[config.mk]
export PLATFORM = sky130hd
export DESIGN_NAME = mem_port_arbiter_flat
export DESIGN_NICKNAME = d
export VERILOG_FILES = /design/src/rtl/mem_port_arbiter_pkg.sv /design/src/rtl/mem_port_arbiter_if.sv /design/src/rtl/mem_port_arbiter_rr_arb2.sv /design/src/rtl/mem_port_arbiter.sv /design/src/flat_wrapper.sv
export SDC_FILE = /design/constraint.sdc
export NUM_CORES = 1
export LEC_CHECK = 0
export CORE_ASPECT_RATIO = 0.9
export CORE_MARGIN = 3
export CORE_UTILIZATION = 46
export CTS_CLUSTER_SIZE = 16
export DETAILED_ROUTE_END_ITERATION = 10
export PLACE_DENSITY = 0.78
export SLEW_MARGIN = 5
export SYNTH_ARGS = -nofsm -noshare
export SYNTH_HDL_FRONTEND = slang
export SYNTH_SLANG_ARGS = --single-unit
[constraint.sdc]
create_clock -name clk -period 2.11 [get_ports clk]
set_clock_uncertainty 0.2 [all_clocks]
set_input_delay 0.422 -clock clk [delete_from_list [all_inputs] [get_ports clk]]
set_output_delay 0.422 -clock clk [all_outputs]
set_load 0.005 [all_outputs]
[src/rtl/mem_port_arbiter_pkg.sv]
// rtl/mem_port_arbiter_pkg.sv - shared types and constants for the memory port arbiter
package pipe_pkg;

  typedef enum logic [1:0] {
    IDLE  = 2'd0,
    XFER  = 2'd1,
    RWAIT = 2'd2,
    DONE  = 2'd3
  } state_t;

  localparam int   BYTES_PER_WORD = 4;
  localparam logic OWN_IF         = 1'b0;
  localparam logic OWN_D          = 1'b1;

endpackage

[src/rtl/mem_port_arbiter_if.sv]
// rtl/mem_port_arbiter_if.sv - fetch, data and byte-memory bus bundle for the arbiter
interface mem_port_arbiter_if #(
  parameter int ADDR_W = 10
);
  logic              if_req;
  logic [31:0]       if_addr;
  logic [31:0]       if_rdata;
  logic              if_ready;
  logic              if_stall;
  logic              d_req;
  logic              d_we;
  logic [31:0]       d_addr;
  logic [31:0]       d_wdata;
  logic [31:0]       d_rdata;
  logic              d_ready;
  logic              d_stall;
  logic [ADDR_W-1:0] m_addr;
  logic              m_we;
  logic [7:0]        m_wdata;
  logic [7:0]        m_rdata;

  // The arbiter itself takes the slave side; pipeline and memory sit on master.
  modport slave (
    input  if_req, if_addr, d_req, d_we, d_addr, d_wdata, m_rdata,
    output if_rdata, if_ready, if_stall, d_rdata, d_ready, d_stall,
           m_addr, m_we, m_wdata
  );

  modport master (
    output if_req, if_addr, d_req, d_we, d_addr, d_wdata, m_rdata,
    input  if_rdata, if_ready, if_stall, d_rdata, d_ready, d_stall,
           m_addr, m_we, m_wdata
  );
endinterface

[src/rtl/mem_port_arbiter_rr_arb2.sv]
// rtl/mem_port_arbiter_rr_arb2.sv - two-requester round-robin with a stored last-served flag
module rr_arb2
  import pipe_pkg::*;
#(
  parameter bit RESET_PRIO_D = 1'b1
) (
  input  logic       clk,
  input  logic       res,
  input  logic [1:0] req,
  input  logic       update,
  input  logic       last,
  output logic [1:0] grant
);

  logic last_q, last_d;

  always_comb begin
    last_d = last_q;
    if (update) last_d = last;
  end

  // Reset so that the first contention favours the RESET_PRIO_D port.
  always_ff @(posedge clk or negedge res) begin
    if (!res) last_q <= ~RESET_PRIO_D;
    else      last_q <= last_d;
  end

  always_comb begin
    grant = 2'b00;
    case (req)
      2'b01:   grant = 2'b01;
      2'b10:   grant = 2'b10;
      2'b11:   grant = (last_q == OWN_D) ? 2'b01 : 2'b10;
      default: grant = 2'b00;
    endcase
  end

endmodule

[src/rtl/mem_port_arbiter.sv]
// rtl/mem_port_arbiter.sv - serialises 32-bit fetch and load/store accesses onto a byte-wide memory
module mem_port_arbiter
  import pipe_pkg::*;
#(
  parameter int ADDR_W       = 10,
  parameter bit RESET_PRIO_D = 1'b1
) (
  input  logic              clk,
  input  logic              res,
  mem_port_arbiter_if.slave bus
);

  state_t            state_q, state_d;
  logic [1:0]        cnt_q, cnt_d;
  logic [ADDR_W-1:0] base_q, base_d;
  logic              owner_q, owner_d;
  logic              we_q, we_d;
  logic [31:0]       wdata_q, wdata_d;
  logic [23:0]       word_q, word_d;
  logic [31:0]       if_rdata_q, if_rdata_d;
  logic [31:0]       d_rdata_q, d_rdata_d;
  logic              if_ready_q, if_ready_d;
  logic              d_ready_q, d_ready_d;
  logic [1:0]        arb_req, arb_grant;
  logic              arb_update;
  logic              m_we;
  logic [7:0]        wbyte;
  logic              unused_addr_bits;

  assign arb_req = {bus.d_req, bus.if_req};

  rr_arb2 #(.RESET_PRIO_D(RESET_PRIO_D)) u_arb (
    .clk    (clk),
    .res    (res),
    .req    (arb_req),
    .update (arb_update),
    .last   (arb_grant[1]),
    .grant  (arb_grant)
  );

  always_comb begin
    wbyte = 8'h00;
    case (cnt_q)
      2'd0:    wbyte = wdata_q[7:0];
      2'd1:    wbyte = wdata_q[15:8];
      2'd2:    wbyte = wdata_q[23:16];
      default: wbyte = wdata_q[31:24];
    endcase
  end

  always_comb begin
    state_d    = state_q;
    cnt_d      = cnt_q;
    base_d     = base_q;
    owner_d    = owner_q;
    we_d       = we_q;
    wdata_d    = wdata_q;
    word_d     = word_q;
    if_rdata_d = if_rdata_q;
    d_rdata_d  = d_rdata_q;
    if_ready_d = 1'b0;
    d_ready_d  = 1'b0;
    arb_update = 1'b0;
    case (state_q)
      IDLE: begin
        if (|arb_req) begin
          arb_update = 1'b1;
          cnt_d      = 2'd0;
          state_d    = XFER;
          if (arb_grant[1]) begin
            owner_d = OWN_D;
            base_d  = bus.d_addr[ADDR_W-1:0];
            we_d    = bus.d_we;
            wdata_d = bus.d_wdata;
          end else begin
            owner_d = OWN_IF;
            base_d  = bus.if_addr[ADDR_W-1:0];
            we_d    = 1'b0;
            wdata_d = 32'h0;
          end
        end
      end
      XFER: begin
        // Read data trails its address by one cycle, so byte cnt-1 lands now.
        if (!we_q) begin
          case (cnt_q)
            2'd1:    word_d[7:0]   = bus.m_rdata;
            2'd2:    word_d[15:8]  = bus.m_rdata;
            2'd3:    word_d[23:16] = bus.m_rdata;
            default: ;
          endcase
        end
        cnt_d = cnt_q + 2'd1;
        if (cnt_q == 2'(BYTES_PER_WORD - 1)) begin
          if (we_q) begin
            state_d = DONE;
            if (owner_q == OWN_D) d_ready_d  = 1'b1;
            else                  if_ready_d = 1'b1;
          end else begin
            state_d = RWAIT;
          end
        end
      end
      RWAIT: begin
        state_d = DONE;
        if (owner_q == OWN_D) begin
          d_rdata_d = {bus.m_rdata, word_q};
          d_ready_d = 1'b1;
        end else begin
          if_rdata_d = {bus.m_rdata, word_q};
          if_ready_d = 1'b1;
        end
      end
      default: state_d = IDLE;
    endcase
  end

  always_ff @(posedge clk or negedge res) begin
    if (!res) begin
      state_q    <= IDLE;
      cnt_q      <= 2'd0;
      base_q     <= '0;
      owner_q    <= OWN_IF;
      we_q       <= 1'b0;
      wdata_q    <= 32'h0;
      word_q     <= 24'h0;
      if_rdata_q <= 32'h0;
      d_rdata_q  <= 32'h0;
      if_ready_q <= 1'b0;
      d_ready_q  <= 1'b0;
    end else begin
      state_q    <= state_d;
      cnt_q      <= cnt_d;
      base_q     <= base_d;
      owner_q    <= owner_d;
      we_q       <= we_d;
      wdata_q    <= wdata_d;
      word_q     <= word_d;
      if_rdata_q <= if_rdata_d;
      d_rdata_q  <= d_rdata_d;
      if_ready_q <= if_ready_d;
      d_ready_q  <= d_ready_d;
    end
  end

  // Write strobe decoded from state so reset removes it without waiting a clock.
  assign m_we         = (state_q == XFER) && we_q;
  assign bus.m_we     = m_we;
  assign bus.m_addr   = base_q + ADDR_W'(cnt_q);
  assign bus.m_wdata  = m_we ? wbyte : 8'h00;
  assign bus.if_rdata = if_rdata_q;
  assign bus.d_rdata  = d_rdata_q;
  assign bus.if_ready = if_ready_q;
  assign bus.d_ready  = d_ready_q;
  assign bus.if_stall = bus.if_req & ~if_ready_q;
  assign bus.d_stall  = bus.d_req & ~d_ready_q;

  assign unused_addr_bits = ^{bus.if_addr[31:ADDR_W], bus.d_addr[31:ADDR_W]};

endmodule
[src/flat_wrapper.sv]
// flat-port wrapper written by rule: the top's interface ports become plain ports
module mem_port_arbiter_flat import pipe_pkg::*;
#(
  parameter int ADDR_W       = 10,
  parameter bit RESET_PRIO_D = 1'b1
)
  (clk, res, bus_if_req, bus_if_addr, bus_d_req, bus_d_we, bus_d_addr, bus_d_wdata, bus_m_rdata, bus_if_rdata, bus_if_ready, bus_if_stall, bus_d_rdata, bus_d_ready, bus_d_stall, bus_m_addr, bus_m_we, bus_m_wdata);
  mem_port_arbiter_if #(.ADDR_W(ADDR_W)) bus_i ();
  input  logic clk;
  input  logic res;
  input wire logic [$bits(bus_i.if_req)-1:0] bus_if_req;
  input wire logic [$bits(bus_i.if_addr)-1:0] bus_if_addr;
  input wire logic [$bits(bus_i.d_req)-1:0] bus_d_req;
  input wire logic [$bits(bus_i.d_we)-1:0] bus_d_we;
  input wire logic [$bits(bus_i.d_addr)-1:0] bus_d_addr;
  input wire logic [$bits(bus_i.d_wdata)-1:0] bus_d_wdata;
  input wire logic [$bits(bus_i.m_rdata)-1:0] bus_m_rdata;
  output wire logic [$bits(bus_i.if_rdata)-1:0] bus_if_rdata;
  output wire logic [$bits(bus_i.if_ready)-1:0] bus_if_ready;
  output wire logic [$bits(bus_i.if_stall)-1:0] bus_if_stall;
  output wire logic [$bits(bus_i.d_rdata)-1:0] bus_d_rdata;
  output wire logic [$bits(bus_i.d_ready)-1:0] bus_d_ready;
  output wire logic [$bits(bus_i.d_stall)-1:0] bus_d_stall;
  output wire logic [$bits(bus_i.m_addr)-1:0] bus_m_addr;
  output wire logic [$bits(bus_i.m_we)-1:0] bus_m_we;
  output wire logic [$bits(bus_i.m_wdata)-1:0] bus_m_wdata;
  assign bus_i.if_req = bus_if_req;
  assign bus_i.if_addr = bus_if_addr;
  assign bus_i.d_req = bus_d_req;
  assign bus_i.d_we = bus_d_we;
  assign bus_i.d_addr = bus_d_addr;
  assign bus_i.d_wdata = bus_d_wdata;
  assign bus_i.m_rdata = bus_m_rdata;
  assign bus_if_rdata = bus_i.if_rdata;
  assign bus_if_ready = bus_i.if_ready;
  assign bus_if_stall = bus_i.if_stall;
  assign bus_d_rdata = bus_i.d_rdata;
  assign bus_d_ready = bus_i.d_ready;
  assign bus_d_stall = bus_i.d_stall;
  assign bus_m_addr = bus_i.m_addr;
  assign bus_m_we = bus_i.m_we;
  assign bus_m_wdata = bus_i.m_wdata;
  mem_port_arbiter #(.ADDR_W(ADDR_W), .RESET_PRIO_D(RESET_PRIO_D)) u_core (.clk(clk), .res(res), .bus(bus_i));
endmodule
==> impl_metrics.py, run 1 <==
metrics = {
    "outcome": {
        "outcome": "finished with violations",
        "violations": "setup timing",
    },
    "die": {
        "die_y_um": 112,
        "io_pins": 196,
        "initial_utilization": 0.476,
        "rows": 38,
        "core_area_mm2": 0.0122,
        "dieArea_mm2": 0.0140,
        "die_w_um": 124,
    },
    "global_routing": {
        "grt_pass1_vias": 4517,
        "grt_pass1_wl_mm": 23.4,
        "grt_max_degree": 53,
        "overflow": 0,
        "antenna_found_initial": 0,
        "track_usage": 0.209,
    },
    "pwr": {
        "p_leak_uw": 0.00387,
        "internal_power_uw": 9600,
        "finalPower_uw": 13700,
        "power_frac_seq": 0.349,
        "p_sw_frac": 0.299,
        "power.switching_uw": 4100,
        "pwr-share-clk": 0.229,
        "vdd_drop_max_mv": 0.744,
        "power_density_mw_per_mm2": 1610,
        "comb_power_share": 0.422,
    },
    "clocking": {
        "cts_tree": "done",
        "root_buffer": "clkbuf_16",
        "cts_made_buffers": 17,
        "cts_sinks": 138,
        "htreeDepth": 4,
        "clockBufferDepth": 2,
        "clkLatencyLatePin_ps": 410,
        "clk_pin_slew_ps": 60,
    },
    "synth": {
        "synthesis.area_mm2": 0.00579,
        "synth.yosys.seq_area_share": 0.596,
        "yosys-top-cells-area": "dfrtp_1 (60%), mux2_2 (17%), a22o_1 (5.0%), ha_1 (2.2%), buf_6 (1.7%)",
        "synth_most_common_cell": "dfrtp_1",
        "synthArstFlopShare": 1.00,
        "synth-seq-cells": 138,
        "synth_cell_type_count": 39,
        "yosysTopAreaCellShare": 0.596,
        "synth_ff_type": "dfrtp_1",
        "syn_area_per_cell_um2": 14.3,
        "syn_nets": 525,
        "yosys_warnings": 0,
        "synth_edf_count": 0,
        "yosys.area.top_type": "dfrtp_1",
        "synthCells": 405,
        "synth_top_cells_by_count": "dfrtp_1 (138), mux2_2 (88), a22o_1 (33)",
    },
    "setup_path": {
        "startpoint_type": "flip-flop",
        "cp_data_required_time_ps": 1490,
        "crit_path_max_fanout": 7,
        "end_kind": "output port",
        "worstSetupPathType": "flip-flop to output port",
        "arrival_ps": 1920,
    },
    "final_layout": {
        "fin_area_mm2": 0.00849,
        "fin_nets": 716,
        "regArea_mm2": 0.00346,
        "area_delta_synth_final_pct": 46.6,
        "multi_input_area_mm2": 0.00231,
        "drive_gt1_frac": 0.351,
        "num-fill-cells": 853,
        "fin_util": 0.698,
        "n_antenna_cell": 0,
    },
    "routing": {
        "firstDrtPassIters": 6,
        "wirelength_mm": 14.2,
        "drt_iter0_drc": 319,
        "vias_per_cell": 5.36,
        "vias": 4112,
        "wire_per_inst_um": 18.5,
        "drc": 0,
        "detail-route-antenna-nets": 0,
    },
    "sta": {
        "rsz0062_at_grt": "yes",
        "setup-violations-final": 17,
        "slew_headroom": 0.721,
        "layout_setup_ws_ps": -433,
        "setup_tns_ps": -6270,
        "fin_crit_ps": 2540,
        "period_share": 1.21,
        "drv_slew": 0,
        "hold_viol_final": 0,
        "fmax_mhz": 393,
        "worst_slew_pin_slew_ps": 419,
    },
    "placement": {
        "dp.final_hpwl_mm": 9.53,
        "place_area_mm2": 0.00770,
        "port_buffers": 151,
        "globalplace.congestion": 0.785,
    },
    "hold_path": {
        "hold_class": "primary input to async pin",
    },
    "job": {
        "maxCapViolCount": 0,
    },
}
final timing paths:
| check | from | to | slack (ps) | cells after the start |
|---|---|---|---|---|
| min reg2reg | u_core.bus.if_rdata[18]$_DFFE_PN0N_ | u_core.bus.if_rdata[18]$_DFFE_PN0N_ | 300 | 1 |
| min in group clk | u_core.bus.if_rdata[18]$_DFFE_PN0N_ | u_core.bus.if_rdata[18]$_DFFE_PN0N_ | 300 | 1 |
| max in group asynchronous | res | u_core.bus.if_rdata[23]$_DFFE_PN0N_ | 860 | 3 |
| max reg2reg | u_core.state_q[1]$_DFFE_PN0P_ | u_core.state_q[1]$_DFFE_PN0P_ | 70 | 6 |
| max | u_core.cnt_q[0]$_DFFE_PN0P_ | bus_m_wdata[4] | -430 | 7 |
| min | res | u_core.bus.if_rdata[1]$_DFFE_PN0N_ | 270 | 2 |
power groups by stage:
| stage | Combinational, uW | Clock, uW | Sequential, uW |
|---|---|---|---|
| 2_1_floorplan | 2730 | 0 | 4650 |
| 3_3_place_gp | 5300 | 0 | 4670 |
| 3_5_place_dp | 5490 | 0 | 4760 |
| 4_1_cts | 5760 | 3180 | 4780 |
| 5_1_grt | 6250 | 3330 | 4950 |
| 6_report | 5780 | 3140 | 4780 |
cells in the final DEF (no fill, tap or decap), types with 5 or more instances in the layout:
| cell type | instances |
|---|---|
| buf_4 | 28 |
| dfrtp_1 | 135 |
| clkdlybuf4s50_1 | 129 |
| ha_4 | 6 |
| a222oi_1 | 8 |
| nor2_1 | 5 |
| clkbuf_16 | 17 |
| buf_2 | 16 |
| xor2_1 | 6 |
| a22o_1 | 33 |
| mux2i_1 | 10 |
| nand2_1 | 24 |
| buf_12 | 8 |
| buf_6 | 8 |
| o211a_1 | 8 |
| o21ai_0 | 11 |
| mux2_2 | 88 |
critical path: stages, from the launching register on:
cell and delay [ps]:
dfrtp_2 450, inv_4 70, ha_4 190, buf_6 130, a222oi_1 310, nand2_1 100
o211a_1 120, buf_2 120
sequential cells by signal, summed over array words and instances (netlist names):
name and cells:
u_core.owner_q 1, u_core.we_q 1, u_core.cnt_q 2, u_core.wdata_q 32, u_core.word_q 24, u_core.bus.d_rdata 32, u_core.base_q 10, u_core.state_q 2
u_core.bus.if_rdata 32, u_core.bus.if_ready 1, u_core.bus.d_ready 1
what timing repair did:
action / in CTS / in global routing
cloned: 0 / 0
endpoints found under the setup margin: 21 / 18
hold endpoints to repair: 32 / 0
gates resized for setup: 112 / 4
setup buffers: 6 / 3
pin swaps: 30 / 11
hold buffers: 1 / 0
per-layer routing:
layer,share of wire,vias to the layer above,global-route usage
li1,-,1858,-
met1,0.42,2062,0.261
met2,0.51,169,0.359
met3,0.061,23,0.0642
met4,0.013,0,0.0489
met5,0,-,0
layout make-up:
class	count	share of cell area
clock buffers	23	0.0574
inverters	6	0.00368
flip-flops and latches	138	0.407
well taps	160	0.0236
repair buffers	194	0.221
clock inverters	7	0.0163
multi-input cells	239	0.271
cells by family after synthesis:
family,count (synthesis),synth area share
flops,138,0.596
mux,100,0.193
compound gates,70,0.0998
simple gates,49,0.0399
buf+inv,28,0.0322
fa+ha+maj,11,0.0250
xor+xnor,9,0.0136
through the flow:
step	instances	setup slack (ps)	hold slack (ps)
after floorplan	405	103	-73.6
after global placement	727	-395	134
after detailed placement	727	-431	141
after CTS	764	-448	261
after global routing	767	-500	288
final	767	-433	268
Note: power is estimated with default switching activity, not from simulation.
==> run 2: changes to the inputs <==
--- a/config.mk
+++ b/config.mk
@@ -11,7 +11,6 @@
 export CTS_CLUSTER_SIZE = 16
 export DETAILED_ROUTE_END_ITERATION = 10
 export PLACE_DENSITY = 0.78
-export SLEW_MARGIN = 5
 export SYNTH_ARGS = -nofsm -noshare
 export SYNTH_HDL_FRONTEND = slang
 export SYNTH_SLANG_ARGS = --single-unit
==> results of run 2 <==
The final DEF is identical to that of run 1; final timing and power are the same.
